<file path="src/rtl/dct_mac_descale.sv">
// dct_mac_descale
//
// Sums TAPS consecutive signed products from the DCT multiplier into one
// coefficient. Each finished sum is rounded half-up and arithmetically
// shifted right by SHIFT, then saturated to OUT_WIDTH signed bits. The
// result is held in a single output register.
//
// Ports
//   clk          rising-edge clock
//   reset        synchronous, active-high reset
//   in_valid_i   in_data_i holds a valid product
//   in_ready_o   block accepts in_data_i this cycle
//   in_data_i    signed product, PROD_WIDTH bits
//   out_valid_o  out_data_o holds a valid coefficient
//   out_ready_i  downstream accepts out_data_o this cycle
//   out_data_o   signed descaled, saturated coefficient, OUT_WIDTH bits
//   busy_o       a row is partially accumulated (tap count != 0)
//
// Only the tap that completes a row is blocked while the output register is
// stalled. The next row can therefore accumulate up to TAPS-1 taps behind a
// pending result.

module dct_mac_descale #(
    parameter int unsigned TAPS       = 8,
    parameter int unsigned PROD_WIDTH = 29,
    parameter int unsigned ACC_WIDTH  = 32,
    parameter int unsigned SHIFT      = 13,
    parameter int unsigned OUT_WIDTH  = 16
) (
    input  logic                  clk,
    input  logic                  reset,
    input  logic                  in_valid_i,
    output logic                  in_ready_o,
    input  logic [PROD_WIDTH-1:0] in_data_i,
    output logic                  out_valid_o,
    input  logic                  out_ready_i,
    output logic [OUT_WIDTH-1:0]  out_data_o,
    output logic                  busy_o
);

    localparam int unsigned CntW = $clog2(TAPS);
    localparam logic [CntW-1:0] LastTap = CntW'(TAPS - 1);
    // Rounding bias, one half of the descale LSB.
    localparam logic [ACC_WIDTH:0] HalfLsb = (ACC_WIDTH + 1)'(1) << (SHIFT - 1);

    // ------------------------------------------------------------------
    // State
    // ------------------------------------------------------------------
    logic [CntW-1:0]             count_q, count_d;
    logic signed [ACC_WIDTH-1:0] acc_q, acc_d;
    logic                        out_valid_q, out_valid_d;
    logic [OUT_WIDTH-1:0]        out_data_q, out_data_d;

    // ------------------------------------------------------------------
    // Datapath
    // ------------------------------------------------------------------
    logic                        last_tap;
    logic                        accept;
    logic                        load_out;
    logic signed [ACC_WIDTH-1:0] prod_ext;
    logic signed [ACC_WIDTH-1:0] acc_base;
    logic signed [ACC_WIDTH-1:0] sum;
    logic signed [ACC_WIDTH:0]   sum_x;
    logic signed [ACC_WIDTH:0]   biased_x;
    logic signed [ACC_WIDTH:0]   rnd_x;
    logic [ACC_WIDTH:OUT_WIDTH-1] rnd_upper;
    logic                        rnd_fits;
    logic [OUT_WIDTH-1:0]        sat_val;

    assign last_tap = (count_q == LastTap);

    // Depends only on the output state and tap count, never on in_valid_i.
    assign in_ready_o = !(out_valid_q && !out_ready_i && last_tap);

    assign accept   = in_valid_i && in_ready_o;
    assign load_out = accept && last_tap;

    assign prod_ext = {{(ACC_WIDTH - PROD_WIDTH){in_data_i[PROD_WIDTH-1]}}, in_data_i};

    // Tap zero starts a fresh sum, so any stale accumulator value is ignored.
    assign acc_base = (count_q == '0) ? '0 : acc_q;
    assign sum      = acc_base + prod_ext;

    // One extra bit of headroom keeps the rounding add from overflowing.
    assign sum_x    = {sum[ACC_WIDTH-1], sum};
    assign biased_x = sum_x + $signed(HalfLsb);
    assign rnd_x    = biased_x >>> SHIFT;

    // The result fits when every bit above the output sign bit copies it.
    assign rnd_upper = rnd_x[ACC_WIDTH:OUT_WIDTH-1];
    assign rnd_fits  = (&rnd_upper) || !(|rnd_upper);

    always_comb begin
        sat_val = rnd_x[OUT_WIDTH-1:0];
        if (!rnd_fits) begin
            if (rnd_x[ACC_WIDTH]) begin
                sat_val = {1'b1, {(OUT_WIDTH - 1){1'b0}}};
            end else begin
                sat_val = {1'b0, {(OUT_WIDTH - 1){1'b1}}};
            end
        end
    end

    // ------------------------------------------------------------------
    // Next-state logic
    // ------------------------------------------------------------------
    always_comb begin
        count_d = count_q;
        acc_d   = acc_q;
        if (accept) begin
            acc_d = sum;
            if (last_tap) begin
                count_d = '0;
            end else begin
                count_d = count_q + CntW'(1);
            end
        end
    end

    // A new result takes priority over a drain in the same cycle.
    always_comb begin
        out_valid_d = out_valid_q;
        out_data_d  = out_data_q;
        if (load_out) begin
            out_valid_d = 1'b1;
            out_data_d  = sat_val;
        end else if (out_ready_i) begin
            out_valid_d = 1'b0;
        end
    end

    // ------------------------------------------------------------------
    // Registers
    // ------------------------------------------------------------------
    always_ff @(posedge clk) begin
        if (reset) begin
            count_q     <= '0;
            acc_q       <= '0;
            out_valid_q <= 1'b0;
            out_data_q  <= '0;
        end else begin
            count_q     <= count_d;
            acc_q       <= acc_d;
            out_valid_q <= out_valid_d;
            out_data_q  <= out_data_d;
        end
    end

    // ------------------------------------------------------------------
    // Outputs
    // ------------------------------------------------------------------
    assign out_valid_o = out_valid_q;
    assign out_data_o  = out_data_q;
    assign busy_o      = (count_q != '0);

endmodule

</file>
<file path="config.mk">
export PLATFORM = sky130hd
export DESIGN_NAME = dct_mac_descale
export DESIGN_NICKNAME = d
export VERILOG_FILES = /design/src/rtl/dct_mac_descale.sv
export SDC_FILE = /design/constraint.sdc
export NUM_CORES = 1
export LEC_CHECK = 0
export ABC_AREA = 1
export BUFFER_PORTS_ARGS = -buffer_cell sky130_fd_sc_hd__buf_2
export CORE_ASPECT_RATIO = 0.7
export CORE_MARGIN = 8
export CORE_UTILIZATION = 40
export CTS_BUF_LIST = sky130_fd_sc_hd__clkbuf_4
export CTS_CLUSTER_DIAMETER = 40
export DETAILED_ROUTE_END_ITERATION = 10
export GPL_ROUTABILITY_DRIVEN = 0
export PLACE_DENSITY = 0.63
export SETUP_SLACK_MARGIN = 0.2
export SLEW_MARGIN = 20
export SYNTH_ARGS = -nofsm -noshare
export SYNTH_HDL_FRONTEND = slang
export SYNTH_SLANG_ARGS = --single-unit
</file>
<file path="constraint.sdc">
create_clock -name clk -period 4.6 [get_ports clk]
set_input_delay 0.46 -clock clk [delete_from_list [all_inputs] [get_ports clk]]
set_output_delay 0.46 -clock clk [all_outputs]
set_load 0.02 [all_outputs]
</file>
Yosys cells after proc, flatten, opt, wreduce, memory -nomap -nowiden
Index checks and enable logic that the tools add are counted.
{ "totals": {"latch_bits": 0, "ram_bits": 0, "mem_bits_ro": 0, "out_inout_bits": 19, "word_cells": 27, "register_bits": 52, "in_bits": 33, "mem_count": 0} }
{ "classes": {"mux": 6, "n_shift": 0, "order_cmp": 0, "bitwise": 0, "div": 0, "n_reduce_logical": 13, "multipliers": 0, "addsub": 3, "eq_ne": 1} }
{ "ops": {"columns": ["operator", "n"], "rows": [
  ["$add 32x14->33 const B", 1],
  ["$add 32x29->32", 1],
  ["$mux 16", 2],
  ["$mux 32", 1],
  ["$reduce_and 5->1", 1],
  ["$reduce_or 5->1", 1],
  ["$logic_and 1x1->1", 4],
  ["$add 3x1->3 const B", 1],
  ["$eq 3x3->1 const B", 1],
  ["$logic_not 1->1", 3],
  ["$logic_not 3->1", 1],
  ["$mux 3", 1],
  ["$reduce_bool 3->1", 1],
  ["$mux 1", 2],
  ["$reduce_bool 2->1", 1],
  ["$logic_or 1x1->1", 1]
]} }

Longest topological paths before layout
Gate-level depths: netlist (run 1).
{ "depth": {"ltp_word": 8, "ltp_mapped": 32, "depth_no_buf": 30} }

Worst setup path before layout (run 1)
Ideal clock, no wire load.
{ "synth_path": {"path_type": "register to register", "start": "reg count_q[0]", "end": "reg out_data_q[0], in the netlist out_data_o[0]", "synth_period_minus_slack_ps": 3686, "setup_ps": 122, "stages_incl_launch_ff": 29, "t_arrival_ps": 3564, "t_required_ps": 4478, "slack_ps": 914, "n_path_buf": 2, "path_cell_list": "dfxtp_1 > inv_1 > ha_1 > inv_1 > nor2_1 > clkbuf_1 > nor2_1 > ha_1 > inv_1 > fa_1 > inv_1 > nand3_1 > nand3_1 > nand2_1 > nand3_2 > nand2_1 > nand2_1 > ha_1 > a21boi_4 > nand3_2 > nor2_2 > nand4_1 > nand2_1 > nand2_1 > nor2_1 > nor2_1 > nor2_4 > buf_6 > a21oi_2"} }
{ "synth_between": {"elab_chain_len": 8, "elab_cells_between_ends": 15, "cone_classes": "add/sub: 2; eq/ne: 1; mux: 3; reduce/logical: 9"} }
{ "synth_lines": {"columns": ["item", "line_no", "rtl"], "rows": [
  ["from (decl)", "49", "logic [CntW-1:0] count_q, count_d;"],
  ["from (signal assigned)", "142", "count_q <= count_d;"],
  ["$logic_not 3->1 (*)", "81", "assign acc_base = (count_q == '0) ? '0 : acc_q;"],
  ["$mux 32 (*)", "81", null],
  ["$add 32x29->32 (*)", "82", "assign sum = acc_base + prod_ext;"],
  ["via sum[12]", "62", "logic signed [ACC_WIDTH-1:0] sum;"],
  ["$add 32x14->33 (*)", "86", "assign biased_x = sum_x + $signed(HalfLsb);"],
  ["$reduce_or 5->1", "91", "assign rnd_fits = (&rnd_upper) || !(|rnd_upper);"],
  ["$logic_not 1->1", "91", null],
  ["$logic_or 1x1->1", "91", null],
  ["$mux 16 (*)", "95", "if (!rnd_fits) begin"],
  ["to (signal assigned)", "145", "out_data_q <= out_data_d;"],
  ["to (decl)", "52", "logic [OUT_WIDTH-1:0] out_data_q, out_data_d;"]
]} }
The timed path passes the listed nets; every way through them passes the cells marked *.
A chain may end at the register's enable or synchronous reset.

Worst setup path in the final report (run 1)
{ "layout_path": {"start": "reg count_q[0]", "end": "reg out_data_q[1], in the netlist out_data_o[1]"} }
Same word-level chain as after synthesis.

==> results of run 1 <==
timing repair:
action / in CTS / in global routing
buffers inserted: 0 / 3
resized for setup: 0 / 3
setup endpoints to repair: 0 / 15
power by group through the flow:
| stage | Sequential (mW) | Combinational, mW | Clock (mW) |
|---|---|---|---|
| 6_report | 0.489 | 0.684 | 0.256 |
| 4_1_cts | 0.489 | 0.669 | 0.268 |
| 3_5_place_dp | 0.498 | 0.667 | 0 |
| 2_1_floorplan | 0.497 | 0.492 | 0 |
| 3_3_place_gp | 0.498 | 0.666 | 0 |
| 5_1_grt | 0.492 | 0.765 | 0.286 |
per-stage QoR:
stage | hold WS (ns) | utilization, % | area, µm² | total power [mW]
final | 0.3341 | 44.98 | 5929 | 1.429
after global routing | 0.3200 | 44.98 | 5929 | 1.543
after CTS | 0.3213 | 44.74 | 5897 | 1.427
after detailed placement | 0.4479 | 44.24 | 5832 | 1.165
after global placement | 0.4497 | 44.24 | 5832 | 1.164
after floorplan | 0.4300 | - | 5395 | 0.9892
cell families after synthesis:
kind of cell               after synthesis
AOI/OAI and AO/OA                      127
xor gates and xnor gates                25
adders and majority gates               36
buffers and inverters                  217
DFF                                     52
and+or+nand+nor                        495
critical path, cell delays in order (launching register included):
cell and delay [ns]:
sky130_fd_sc_hd__dfxtp_1 0.37, sky130_fd_sc_hd__inv_1 0.07, sky130_fd_sc_hd__ha_1 0.19, sky130_fd_sc_hd__inv_1 0.06, sky130_fd_sc_hd__nor2_2 0.04, sky130_fd_sc_hd__buf_12 0.17, sky130_fd_sc_hd__nor2_1 0.10, sky130_fd_sc_hd__ha_1 0.20
sky130_fd_sc_hd__inv_1 0.07, sky130_fd_sc_hd__fa_1 0.39, sky130_fd_sc_hd__inv_1 0.11, sky130_fd_sc_hd__nand3_1 0.07, sky130_fd_sc_hd__nand3_1 0.16, sky130_fd_sc_hd__nand2_1 0.11, sky130_fd_sc_hd__nand3_2 0.09, sky130_fd_sc_hd__nand2_1 0.06
sky130_fd_sc_hd__nand2_2 0.11, sky130_fd_sc_hd__ha_1 0.18, sky130_fd_sc_hd__a21boi_4 0.22, sky130_fd_sc_hd__nand3_2 0.16, sky130_fd_sc_hd__nor2_2 0.17, sky130_fd_sc_hd__nand3_1 0.10, sky130_fd_sc_hd__nor2_1 0.11, sky130_fd_sc_hd__a21oi_1 0.15
sky130_fd_sc_hd__nor2_2 0.18, sky130_fd_sc_hd__nor2_4 0.06, sky130_fd_sc_hd__buf_4 0.18, sky130_fd_sc_hd__a21oi_2 0.12
how the worst min path moves through the flow:
stage                           from  cells after the start         end  slack, ns
final                     in_valid_i                      3  count_q[1]       0.33
after global routing      in_valid_i                      3  count_q[1]       0.32
after CTS                 in_valid_i                      3  count_q[1]       0.32
after detailed placement    acc_q[0]                      2    acc_q[0]       0.45
after global placement      acc_q[0]                      2    acc_q[0]       0.45
after floorplan             acc_q[0]                      2    acc_q[0]       0.43
layer usage:
metal | vias up | GRT usage, % | wire length (µm)
met4 | 0 | 3.123 | 118
met2 | 162 | 25.09 | 5870
met1 | 2440 | 28.88 | 8886
li1 | 2996 | - | -
met3 | 9 | 4.684 | 1399
met5 | - | 0 | 0
sequential cells by signal, summed over array words and instances, names as in the netlist:
register,cells
acc_q,32
count_q,3
out_data_o,16
out_valid_o,1
cell type report:
type | count | area (µm²) | share of cell area, %
well taps | 185 | 231.5 | 3.904
flip-flops and latches | 52 | 1041 | 17.56
clock inverters | 3 | 27.53 | 0.4642
multi-input cells | 683 | 3540 | 59.70
inverters | 199 | 747.0 | 12.60
clock buffers | 5 | 37.54 | 0.6330
repair buffers | 56 | 305.3 | 5.149
synth_stat cells:
cell type                    n
sky130_fd_sc_hd__a21boi_4    1
sky130_fd_sc_hd__a21o_1      2
sky130_fd_sc_hd__a21oi_1    61
sky130_fd_sc_hd__a21oi_2    11
sky130_fd_sc_hd__and2_1      5
sky130_fd_sc_hd__and2_2      1
sky130_fd_sc_hd__buf_1       1
sky130_fd_sc_hd__buf_6       2
sky130_fd_sc_hd__clkbuf_1   15
sky130_fd_sc_hd__clkinv_1    2
sky130_fd_sc_hd__dfxtp_1    52
sky130_fd_sc_hd__fa_1        1
sky130_fd_sc_hd__ha_1       35
sky130_fd_sc_hd__inv_1     187
sky130_fd_sc_hd__inv_2      10
sky130_fd_sc_hd__nand2_1   299
sky130_fd_sc_hd__nand2_2    16
sky130_fd_sc_hd__nand3_1    50
sky130_fd_sc_hd__nand3_2     5
sky130_fd_sc_hd__nand3_4     1
sky130_fd_sc_hd__nand3b_1    3
sky130_fd_sc_hd__nand4_1     8
sky130_fd_sc_hd__nor2_1     85
sky130_fd_sc_hd__nor2_2     13
sky130_fd_sc_hd__nor2_4      4
sky130_fd_sc_hd__nor3_1      1
sky130_fd_sc_hd__nor3_2      4
sky130_fd_sc_hd__o21ai_0    51
sky130_fd_sc_hd__o31ai_1     1
sky130_fd_sc_hd__xnor2_1     3
sky130_fd_sc_hd__xor2_1     21
sky130_fd_sc_hd__xor2_2      1
==> key figures, run 1 <==
STA
  – Transition time at the pin with the least slew margin: 0.7315 ns
  – Setup repair after global routing missed its margin: false
  – Clock tree skew after final layout: 0.02847 ns
  – Portion of the clock cycle consumed by the worst path in the final layout: 87.99%
  – Shortest period the worst path allows: 4.048 ns
  – Final-report hold violation count: 0
  – Setup Total Neg Slack: 0 ns
  – Slew margin rel.: 51.23%
  – Max-slew violations: 0
  – Final count of negative-setup-slack endpoints: 0
  – Highest Clock Rate: 0.2471 GHz
  – Final worst setup slack: 0.5525 ns

Drt
  – ANT nets after route: 0
  – Mean routed wirelength per cell: 13.76 µm
  – Detailed-routing iteration count for the pre-antenna-repair pass: 5
  – Post-DR vias/cell: 4.740
  – DRC violations left: 0
  – Iter 0 DRT Violations: 458
  – Sum of routed wire length over all layers: 16,280 µm
  – Overall via count from detail_route: 5,607

Finish
  – Antenna diode count: 0
  – Commonest non-fill, non-tap cell in the layout: sky130_fd_sc_hd__nand2_1
  – Fill cell count: 1,473
  – Fin cells: 1,183
  – Post-layout nets: 1,066
  – Most frequent cells in the layout: sky130_fd_sc_hd__nand2_1, sky130_fd_sc_hd__inv_1, sky130_fd_sc_hd__nor2_1
  – Post-synthesis to final-layout area growth: 9.903%
  – Proportion of layout cells with a drive suffix above 1: 13.53%

Clock network
  – Clock root buffer master: sky130_fd_sc_hd__clkbuf_4
  – Number of levels in the clock H-tree: 2
  – CTS tree: yes
  – CTS buffer count: 5
  – Number of hold-repair buffers added at the cts stage: 0
  – Clk_lat worst skew: 0.44 ns
  – Clock-pin slew on the worst setup and hold paths: 0.17 ns
  – Clock Sinks: 52
  – Buffer depth of the longest clock path: 2

Floorplan
  – Overall die width: 154.8 µm
  – I/O Pins: 52
  – Initial Utilization: 40.93%
  – Floorplan core area: 13,180 µm²
  – Die Footprint: 17,520 µm²
  – Num rows: 35
  – Die Y: 113.2 µm

Place
  – Half-perimeter wire length of the detailed placement result: 13,250 µm
  – Number of buffers inserted by port buffering: 51
  – Pre-CTS setup slack: 0.4466 ns
  – Number of cells in the design after placement: 1,172

Critical path
  – Type of the setup path with the least slack: reg -> reg
  – Critical path capture point: out_data_o[1]
  – Required time of the worst setup path: 4.96 ns
  – CP startpoint kind: flop
  – Launch point of the worst path: count_q[0]
  – Capture point of the worst reg-to-reg path: out_data_o[1]
  – Worst setup slack for register-to-register paths: 0.55 ns
  – Reg-to-Reg Start: count_q[0]
  – Register-to-Register Path Depth: 27
  – CP arrival: 4.41 ns
  – Largest fanout on the critical path: 32
  – Setup crit end kind: flop

Power and ir drop
  – Sequential share of power: 34.2%
  – Clk pwr share: 17.9%
  – Switching Share: 47.15%
  – Peak ir drop on the vdd network: 0.0001263 V
  – Power dissipated by switching net loads: 0.6739 mW
  – Internal power of the cells: 0.7552 mW
  – Leakage power: 3.455 nW
  – Cell Pwr Density: 241.0 nW/µm²
  – Logic pwr share: 47.9%

Logic synthesis
  – Fraction of synthesized cell area taken by the top area cell type: 20.80%
  – Share of the synthesized netlist area taken by xor and xnor gates: 4.198%
  – Synthesized-area fraction occupied by and/or/nand/nor cells: 39.70%
  – Synth area leader: sky130_fd_sc_hd__nand2_1
  – Main combinational cell family by area after synthesis: simple AND/OR/NAND/NOR gates
  – Post-synthesis mux area share: 0%
  – Seq/Total Area, Yosys: 19.29%
  – Post-synthesis share of cell area spent on full adders, half adders and majority gates: 8.488%
  – Cell count after synthesis: 952
  – Post-synth design cell area: 5395 µm²
  – Number of synthesized register bits: 52
  – Synthesis warning total: 0
  – Top cells by area, synth: sky130_fd_sc_hd__nand2_1, sky130_fd_sc_hd__dfxtp_1, sky130_fd_sc_hd__inv_1
  – Fraction of the mapped netlist area in compound gates: 12.94%
  – Avg Cell Area, Syn: 5.667 µm²
  – Count of cell types in the netlist: 32
  – Net count after synthesis: 1,021

GRT
  – Maximum number of pins on one net before global-route repair: 67
  – Number of antenna violations at the first check in global routing: 0
  – First-pass GRT wire length: 26,450 µm
  – Total gr overflow: 0
  – Number of global-route vias before repair: 5,064
  – Gr usage total: 18.70%

Run
  – Max_cap viols: 0

Min path
  – Worst min path class: in -> reg

Status
  – Run status: finished clean
Power figures use the tool's default switching activity.
==> inputs of run 2 (changes only) <==
--- a/config.mk
+++ b/config.mk
@@ -6,9 +6,9 @@
 export NUM_CORES = 1
 export LEC_CHECK = 0
 export ABC_AREA = 1
+export ABC_CLOCK_PERIOD_IN_PS = 4600
 export BUFFER_PORTS_ARGS = -buffer_cell sky130_fd_sc_hd__buf_2
 export CORE_ASPECT_RATIO = 0.7
-export CORE_MARGIN = 8
 export CORE_UTILIZATION = 40
 export CTS_BUF_LIST = sky130_fd_sc_hd__clkbuf_4
 export CTS_CLUSTER_DIAMETER = 40
==> run 2 against run 1 <==
Net effect: die area fell by 20%; clock power about the same; setup slack better by 0.061 ns; critical path type unchanged; global-route usage rose by 4.6 points; non-clock buffer count did not move; first-iteration DRC count is 6.8% lower; sequential share of layout area increased by 0.063 points; power about the same.
==> key figures, run 2 (synthesis results as in run 1) <==
Drt
  – ANT nets after route: 0 (unchanged)
  – DRC violations left: 0 (unchanged)
  – Sum of routed wire length over all layers: 15,730 µm (-3.4%)
  – Mean routed wirelength per cell: 13.51 µm (-1.8%)
  – Post-DR vias/cell: 4.849 (+2.3%)
  – Iter 0 DRT Violations: 427 (-6.8%)
  – Detailed-routing iteration count for the pre-antenna-repair pass: 7 (+2)
  – Overall via count from detail_route: 5,644 (+0.66%)

Floorplan
  – Num rows: 35 (unchanged)
  – Initial Utilization: 41.07% (+0.14 points)
  – Overall die width: 140.8 µm (-9.0%)
  – Die Y: 99.17 µm (-12%)
  – I/O Pins: 52 (unchanged)
  – Die Footprint: 13,960 µm² (-20%)
  – Floorplan core area: 13,140 µm² (-0.33%)

Finish
  – Antenna diode count: 0 (unchanged)
  – Post-synthesis to final-layout area growth: 9.508%
  – Post-layout nets: 1,066 (unchanged)
  – Proportion of layout cells with a drive suffix above 1: 13.73% (+0.20 points)
  – Number of flip-flops under the largest register name: 32 (unchanged)
  – Top reg by flops: acc_q
  – Most frequent cells in the layout: sky130_fd_sc_hd__nand2_1, sky130_fd_sc_hd__inv_1, sky130_fd_sc_hd__nor2_1
  – Fin cells: 1,164 (-1.6%)
  – Commonest non-fill, non-tap cell in the layout: sky130_fd_sc_hd__nand2_1

Critical path
  – CP arrival: 4.35 ns (-0.06 ns)
  – Type of the setup path with the least slack: reg -> reg
  – Most Frequent Cell on Critical Path: sky130_fd_sc_hd__nand2_1
  – Largest fanout on the critical path: 8 (-75%)
  – Library cell contributing the largest single delay on the critical path: sky130_fd_sc_hd__fa_1
  – Reg-to-Reg Start: count_q[0]
  – Stage delay of the slowest cell on the critical path: 0.41 ns (+0.02 ns)
  – CP startpoint kind: flop
  – Required time of the worst setup path: 4.96 ns (about the same)
  – Capture point of the worst reg-to-reg path: out_data_o[5]
  – Register-to-Register Path Depth: 28 (+3.7%)
  – Setup crit end kind: flop
  – Worst setup slack for register-to-register paths: 0.61 ns (+0.06 ns)

Clock network
  – Clock-pin slew on the worst setup and hold paths: 0.18 ns (about the same)
  – Clock Sinks: 52 (unchanged)
  – Clk_lat worst skew: 0.42 ns (-0.02 ns)
  – CTS tree: yes
  – CTS buffer count: 5 (unchanged)
  – Number of levels in the clock H-tree: 2 (unchanged)
  – Buffer depth of the longest clock path: 2 (unchanged)
  – Clock root buffer master: sky130_fd_sc_hd__clkbuf_4
  – Post-CTS repair timing setup buffer count: 0 (unchanged)

GRT
  – First-pass GRT wire length: 25,610 µm (-3.2%)
  – Gr usage total: 23.29% (+4.6 points)
  – Number of global-route vias before repair: 5,011 (-1.0%)
  – Total gr overflow: 0 (unchanged)
  – Number of antenna violations at the first check in global routing: 0 (unchanged)
  – Maximum number of pins on one net before global-route repair: 67 (unchanged)

Min path
  – Cells on Worst Hold Path: 3 (unchanged)
  – Worst min-delay path startpoint: in_valid_i
  – Terminating pin of the worst hold path: count_q[1]
  – Worst min path class: in -> reg

Place
  – Number of cells in the design after placement: 1,156 (-1.4%)
  – Half-perimeter wire length of the detailed placement result: 12,820 µm (-3.2%)
  – Number of buffers inserted by port buffering: 51 (unchanged)

STA
  – Hold slack final: 0.3288 ns (-0.005302 ns)
  – Clock tree skew after final layout: 0.02099 ns (-0.007484 ns)
  – Setup repair after global routing missed its margin: false
  – Shortest period the worst path allows: 3.986 ns (-0.06123 ns)
  – Highest Clock Rate: 0.2509 GHz (+1.5%)
  – Slew margin rel.: 49.63% (-1.6 points)
  – Max-slew violations: 0 (unchanged)
  – Final-report hold violation count: 0 (unchanged)
  – Portion of the clock cycle consumed by the worst path in the final layout: 86.66% (-1.3 points)
  – Transition time at the pin with the least slew margin: 0.7556 ns (+0.02407 ns)
  – Final count of negative-setup-slack endpoints: 0 (unchanged)
  – Setup Total Neg Slack: 0 ns (unchanged)

Power and ir drop
  – Leakage power: 3.457 nW (about the same)
  – Post-route total power: 1.428 mW (about the same)
  – Cell Pwr Density: 241.7 nW/µm² (+0.30%)
  – Peak ir drop on the vdd network: 0.0001129 V (-11%)

Run
  – Max_cap viols: 0 (unchanged)

Status
  – Run status: finished clean
-- run 2: cell types whose count changed in the layout (fill, tap and decap cells not counted) --
cell	delta
sky130_fd_sc_hd__nor2_4	+1
sky130_fd_sc_hd__a21oi_1	-1
sky130_fd_sc_hd__buf_6	+1
sky130_fd_sc_hd__inv_8	-1
sky130_fd_sc_hd__nor2_2	-1
sky130_fd_sc_hd__a21oi_2	+1
sky130_fd_sc_hd__inv_6	+2
sky130_fd_sc_hd__clkinv_4	-1
sky130_fd_sc_hd__nand3_1	-1
sky130_fd_sc_hd__buf_12	-1
sky130_fd_sc_hd__nand3_2	+1
-- run 2: worst max-delay path by stage --
stage	start	end	slack, ns	cells past startpoint
5_1_grt	count_q[0]	out_data_o[4]	0.23	28
4_1_cts	count_q[0]	out_data_o[8]	0.47	27
3_3_place_gp	count_q[0]	out_data_o[10]	0.49	27
2_1_floorplan	count_q[0]	out_data_o[0]	0.91	28
6_report	count_q[0]	out_data_o[5]	0.61	28
3_5_place_dp	count_q[0]	out_data_o[8]	0.51	27
-- run 2: final cells by class --
class	instances	area, µm²
clock buffer	5	37.54
clock inverter	3	25.02
fill	1474	7229
inverter	199	747.0
multi-input combinational	683	3553
sequential	52	1041
tap	166	207.7
timing repair buffer	56	296.5
-- run 2: worst max-delay path, delay by kind of cell, from the launching register on --
kind / cells / cell delay [ns]
AOI/OAI and AO/OA: 2 / 0.33
adders and majority gates: 4 / 0.99
buffers and inverters: 5 / 0.50
DFF: 1 / 0.37
and+or+nand+nor: 17 / 1.74
-- run 2: what timing repair did --
item	CTS	global route
hold endpoints to repair	0	0
hold buffers	0	0
setup endpoints to repair	0	15
gates resized for setup	0	7
-- run 2: report_power, final --
group          total, mW  internal, mW  switching [mW]
clock              0.255        0.0638           0.191
combinational      0.685         0.209           0.476
sequential         0.489         0.480         0.00819
total               1.43         0.753           0.675
-- run 2: through the flow --
stage	utilization [%]	instance area, µm²	setup WS, ns
2_1_floorplan	-	5395	0.9139
3_3_place_gp	44.29	5818	0.4907
3_5_place_dp	44.29	5818	0.5139
4_1_cts	44.76	5881	0.4662
5_1_grt	44.97	5908	0.2262
6_report	44.97	5908	0.6137
-- run 2: layer usage --
metal | global-route usage [%] | wire, µm | vias to the layer above
li1 | - | - | 2995
met1 | 37.22 | 8526 | 2463
met2 | 31.88 | 5663 | 180
met3 | 4.670 | 1468 | 6
met4 | 2.926 | 70 | 0
met5 | 0 | 0 | -
